<file path="src/rtl/nes_pad_emulator.sv">
// Device-side NES pad: emulates the 4021 PISO shift register toward a host
// that drives latch and a serial clock, both asynchronous to clk.
module nes_pad_emulator #(
    parameter int SYNC_STAGES    = 2,
    parameter int TIMEOUT_CYCLES = 4096,
    parameter int NBITS          = 8
) (
    input  logic             clk,
    input  logic             reset,
    input  logic             latch_in,
    input  logic             cclk_in,
    input  logic [NBITS-1:0] buttons,
    output logic             data_out,
    output logic             busy,
    output logic             frame_done,
    output logic             timeout_err,
    output logic [15:0]      frame_count
);

    localparam int CNT_W = $clog2(NBITS + 1);
    localparam int TMO_W = $clog2(TIMEOUT_CYCLES);
    localparam logic [CNT_W-1:0] BIT_LAST = CNT_W'(NBITS - 1);
    localparam logic [TMO_W-1:0] TMO_LAST = TMO_W'(TIMEOUT_CYCLES - 1);

    typedef enum logic [1:0] {
        ST_IDLE  = 2'd0,
        ST_LOAD  = 2'd1,
        ST_SHIFT = 2'd2
    } state_t;

    logic [SYNC_STAGES-1:0] latch_sync_r;
    logic [SYNC_STAGES-1:0] cclk_sync_r;
    logic                   latch_d_r;
    logic                   cclk_d_r;
    logic                   latch_s;
    logic                   cclk_s;
    logic                   latch_rise_s;
    logic                   latch_fall_s;
    logic                   cclk_rise_s;

    state_t                 state_r;
    state_t                 state_s;
    logic [NBITS-1:0]       shreg_r;
    logic [NBITS-1:0]       shreg_s;
    logic [CNT_W-1:0]       bit_cnt_r;
    logic [CNT_W-1:0]       bit_cnt_s;
    logic [TMO_W-1:0]       tmo_cnt_r;
    logic [TMO_W-1:0]       tmo_cnt_s;
    logic                   frame_done_r;
    logic                   frame_done_s;
    logic                   timeout_err_r;
    logic                   timeout_err_s;
    logic [15:0]            frame_count_r;
    logic [15:0]            frame_count_s;

    assign latch_s      = latch_sync_r[SYNC_STAGES-1];
    assign cclk_s       = cclk_sync_r[SYNC_STAGES-1];
    assign latch_rise_s = latch_s & ~latch_d_r;
    assign latch_fall_s = ~latch_s & latch_d_r;
    assign cclk_rise_s  = cclk_s & ~cclk_d_r;

    // Synchronizer chains and previous-value registers for edge detection
    always_ff @(posedge clk or posedge reset) begin
        if (reset) begin
            latch_sync_r <= '0;
            cclk_sync_r  <= '0;
            latch_d_r    <= 1'b0;
            cclk_d_r     <= 1'b0;
        end else begin
            latch_sync_r <= {latch_sync_r[SYNC_STAGES-2:0], latch_in};
            cclk_sync_r  <= {cclk_sync_r[SYNC_STAGES-2:0], cclk_in};
            latch_d_r    <= latch_s;
            cclk_d_r     <= cclk_s;
        end
    end

    // Frame FSM state and datapath registers
    always_ff @(posedge clk or posedge reset) begin
        if (reset) begin
            state_r       <= ST_IDLE;
            shreg_r       <= '1;
            bit_cnt_r     <= '0;
            tmo_cnt_r     <= '0;
            frame_done_r  <= 1'b0;
            timeout_err_r <= 1'b0;
            frame_count_r <= 16'd0;
        end else begin
            state_r       <= state_s;
            shreg_r       <= shreg_s;
            bit_cnt_r     <= bit_cnt_s;
            tmo_cnt_r     <= tmo_cnt_s;
            frame_done_r  <= frame_done_s;
            timeout_err_r <= timeout_err_s;
            frame_count_r <= frame_count_s;
        end
    end

    // Next-state logic; latch restarts a frame ahead of shifts and timeout
    always_comb begin
        state_s       = state_r;
        shreg_s       = shreg_r;
        bit_cnt_s     = bit_cnt_r;
        tmo_cnt_s     = tmo_cnt_r;
        frame_done_s  = 1'b0;
        timeout_err_s = 1'b0;
        frame_count_s = frame_count_r;
        case (state_r)
            ST_IDLE: begin
                // Level-sensitive so a latch held across reset release is seen
                if (latch_s) begin
                    state_s = ST_LOAD;
                end else begin
                    state_s = ST_IDLE;
                end
            end
            ST_LOAD: begin
                shreg_s = ~buttons;
                if (latch_fall_s) begin
                    state_s   = ST_SHIFT;
                    bit_cnt_s = '0;
                    tmo_cnt_s = '0;
                end else begin
                    state_s = ST_LOAD;
                end
            end
            ST_SHIFT: begin
                if (latch_rise_s) begin
                    state_s = ST_LOAD;
                end else if (cclk_rise_s) begin
                    shreg_s   = {shreg_r[NBITS-2:0], 1'b1};
                    bit_cnt_s = bit_cnt_r + CNT_W'(1);
                    tmo_cnt_s = '0;
                    if (bit_cnt_r == BIT_LAST) begin
                        state_s       = ST_IDLE;
                        frame_done_s  = 1'b1;
                        frame_count_s = frame_count_r + 16'd1;
                    end else begin
                        state_s = ST_SHIFT;
                    end
                end else if (tmo_cnt_r == TMO_LAST) begin
                    state_s       = ST_IDLE;
                    timeout_err_s = 1'b1;
                end else begin
                    tmo_cnt_s = tmo_cnt_r + TMO_W'(1);
                end
            end
            default: begin
                state_s = ST_IDLE;
            end
        endcase
    end

    // Idle line reads as "nothing pressed"; otherwise present the MSB
    always_comb begin
        data_out = 1'b1;
        if (state_r == ST_IDLE) begin
            data_out = 1'b1;
        end else begin
            data_out = shreg_r[NBITS-1];
        end
    end

    assign busy        = (state_r != ST_IDLE);
    assign frame_done  = frame_done_r;
    assign timeout_err = timeout_err_r;
    assign frame_count = frame_count_r;

endmodule

</file>
<file path="config.mk">
export PLATFORM = sky130hd
export DESIGN_NAME = nes_pad_emulator
export DESIGN_NICKNAME = d
export VERILOG_FILES = /design/src/rtl/nes_pad_emulator.sv
export SDC_FILE = /design/constraint.sdc
export NUM_CORES = 1
export LEC_CHECK = 0
export ABC_AREA = 1
export BUFFER_PORTS_ARGS = -buffer_cell sky130_fd_sc_hd__buf_2
export CORE_MARGIN = 2
export CORE_UTILIZATION = 35
export DETAILED_ROUTE_END_ITERATION = 6
export HOLD_SLACK_MARGIN = 0.1
export SLEW_MARGIN = 20
export SYNTH_ARGS = -nofsm -noshare
export SYNTH_HDL_FRONTEND = slang
export SYNTH_SLANG_ARGS = --single-unit
</file>
<file path="constraint.sdc">
create_clock -name clk -period 4.15 [get_ports clk]
set_input_delay 0.2075 -clock clk [delete_from_list [all_inputs] [get_ports clk]]
set_output_delay 0.2075 -clock clk [all_outputs]
set_load 0.005 [all_outputs]
</file>
==> flow_summary.json <==
{
  "via_per_inst": 4.67,
  "design_area_um2": 3050,
  "syn_area_um2": 2660,
  "cp.required_ns": 4.36,
  "crit_path_max_fanout": 21,
  "clkLatencyLatePin_ns": 0.31,
  "period_share": 0.459,
  "rsz0062_at_grt": "false",
  "power_w": 0.00125,
  "end_kind": "register",
  "syn_nets": 360,
  "finalSetupViolations": 0,
  "synth_area_per_cell_um2": 7.70,
  "antenna_left": 0,
  "drt_iter0_markers": 117,
  "crit_arrival_ns": 2.11,
  "num_rows": 31,
  "r2r_start": "bit_cnt_r[0]",
  "start_kind": "register",
  "antenna_cells": 0,
  "hp-class": "in -> async",
  "vias": 2244,
  "fmax_mhz": 525,
  "cts_sinks": 50,
  "dpl_cell_area_um2": 2900,
  "r2r_slack_ns": 2.25,
  "fp.dieW_um": 91.1,
  "die_area_um2": 8310,
  "slew_viol_final": 0,
  "layout.nets": 396,
  "grt_pass1_vias": 2117,
  "ys_ff_latch": 50,
  "ys_seq_area_frac": 0.475,
  "fin_util": 0.418,
  "yosysTopAreaCellShare": 0.395,
  "clock_path_buffers": 2,
  "r2r-end": "frame_count[14]",
  "grtUsageTotal": 0.140,
  "dieHeight_um": 91.1,
  "yosysTopAreaCell": "dfrtp_1",
  "tns_ns": 0,
  "synth.distinct_cells": 31,
  "cts_tree": "yes",
  "gr-total-overflow": 0,
  "syn2layout_area_growth_pct": 14.7,
  "cts_made_buffers": 5,
  "maxSlewHeadroom": 0.429,
  "synthMostInstantiatedCell": "nand2_1",
  "yosys_warnings": 0,
  "cts-resized-gates": 0,
  "synth-async-reset-ratio": 1.00,
  "ios": 32,
  "first_pass_iters": 4,
  "grt_max_degree": 51,
  "synth_area_leaders": "dfrtp_1, nand2_1, dfstp_2",
  "place.gp.congestion": 0.837,
  "tightestPinTransition_ns": 0.856,
  "coreArea_um2": 7290,
  "synth_common_cells": "nand2_1, nor2_1, dfrtp_1",
  "io_buffers": 31,
  "ir_drop_mv": 0.138,
  "cts-root-buf": "clkbuf_8",
  "grt_pass1_wl_um": 9580,
  "drt-total-wl_um": 5420,
  "drc": 0,
  "post_drt_wl_per_cell_um": 11.3,
  "synth_edf_count": 0,
  "clkTransAtPathRegs_ns": 0.10,
  "final_hold_viol_count": 0,
  "r2r_cells": 8,
  "p_leak_nw": 1.55,
  "drive_gt1_frac": 0.157,
  "antenna_found_initial": 0,
  "start_util": 0.364,
  "synth_ff_type": "dfrtp_1",
  "period_minus_slack_ns": 1.90,
  "synthCells": 345,
  "htree_levels": 2,
  "dp_hpwl_um": 3940,
  "status": "complete, no violations",
  "finalClockSkew_ns": 0.00971,
  "power_density_nw_per_um2": 410,
  "path_class": "reg -> reg",
  "maxCapViolations": 0
}
## routing by layer
layer  vias up  GRT usage  part of all wire
met1      1029      0.191              0.48
li1       1164          -                 -
met2        46      0.225              0.47
met3         5     0.0274             0.037
met4         0     0.0455             0.013
met5         -          0                 0
## worst max-delay path, cell delays in order, from the launching register on
cell and delay [ns]:
dfrtp_1 0.40, ha_1 0.20, nand2_1 0.07, nor2_1 0.13
nand2_1 0.08, nor2_2 0.59, nand4_1 0.18, nand2_1 0.10
nand2_1 0.05
## timing repair
item,4_1_cts,5_1_grt
hold buffers,3,0
buffers inserted,0,0
endpoints found under the hold margin,3,0
## report_power, final
group          switching (W)  total (W)  leakage, nW  internal (W)
registers          0.0000425   0.000617        0.653      0.000575
clock network       0.000175   0.000359       0.0591      0.000184
logic               0.000176   0.000272        0.840     0.0000952
total               0.000394    0.00125         1.55      0.000854
## worst max-delay path by stage
stage	startpoint	endpoint
2_1_floorplan	reset	bit_cnt_r[0]
3_3_place_gp	state_r[1]	frame_count[15]
3_5_place_dp	state_r[1]	frame_count[14]
4_1_cts	state_r[1]	frame_count[14]
5_1_grt	state_r[1]	frame_count[14]
6_report	bit_cnt_r[0]	frame_count[14]
## final cells by class
class	instances	area (µm²)
Clock buffer	5	68.8
Clock inverter	3	47.5
Fill cell	775	4240
Inverter	41	155
Multi-Input combinational cell	249	1210
Sequential cell	50	1260
Tap cell	99	124
Timing Repair Buffer	34	185
## kinds of logic after synthesis
| logic type | count (synthesis) | share of synthesized area |
|---|---|---|
| xor+xnor | 10 | 0.0330 |
| simple gates | 203 | 0.329 |
| flops | 50 | 0.475 |
| mux | 1 | 0.00377 |
| fa+ha+maj | 3 | 0.0141 |
| compound gates | 32 | 0.0739 |
| buf+inv | 46 | 0.0716 |
## sequential cells by signal, indices dropped and copies added (netlist names)
signal and flops:
state_r 2, latch_d_r 1, cclk_sync_r 2, timeout_err 1, frame_done 1, tmo_cnt_r 12, bit_cnt_r 4, latch_sync_r 2
cclk_d_r 1, shreg_r 8, frame_count 16
## metrics by stage
stage / worst slack (ns) / instances / hold slack, ns
CTS: 2.20 / 481 / 0.133
global placement: 2.25 / 470 / 0.324
finish: 2.25 / 481 / 0.0390
detailed placement: 2.21 / 470 / 0.318
global route: 1.99 / 481 / 0.112
floorplan: 2.75 / 345 / 0.239
## placed cells by master, fill, tap and decap left out, types with 4 or more instances in the layout
cell type,n
a21oi_1,9
dfstp_2,8
xor2_1,6
dfrtp_1,42
nor2_1,43
xnor2_1,4
nand3_1,24
nand2_1,116
o21ai_0,10
nand4_1,10
buf_2,31
inv_1,36
clkbuf_8,5
o21a_1,6
(Power assumes the default switching activity.)
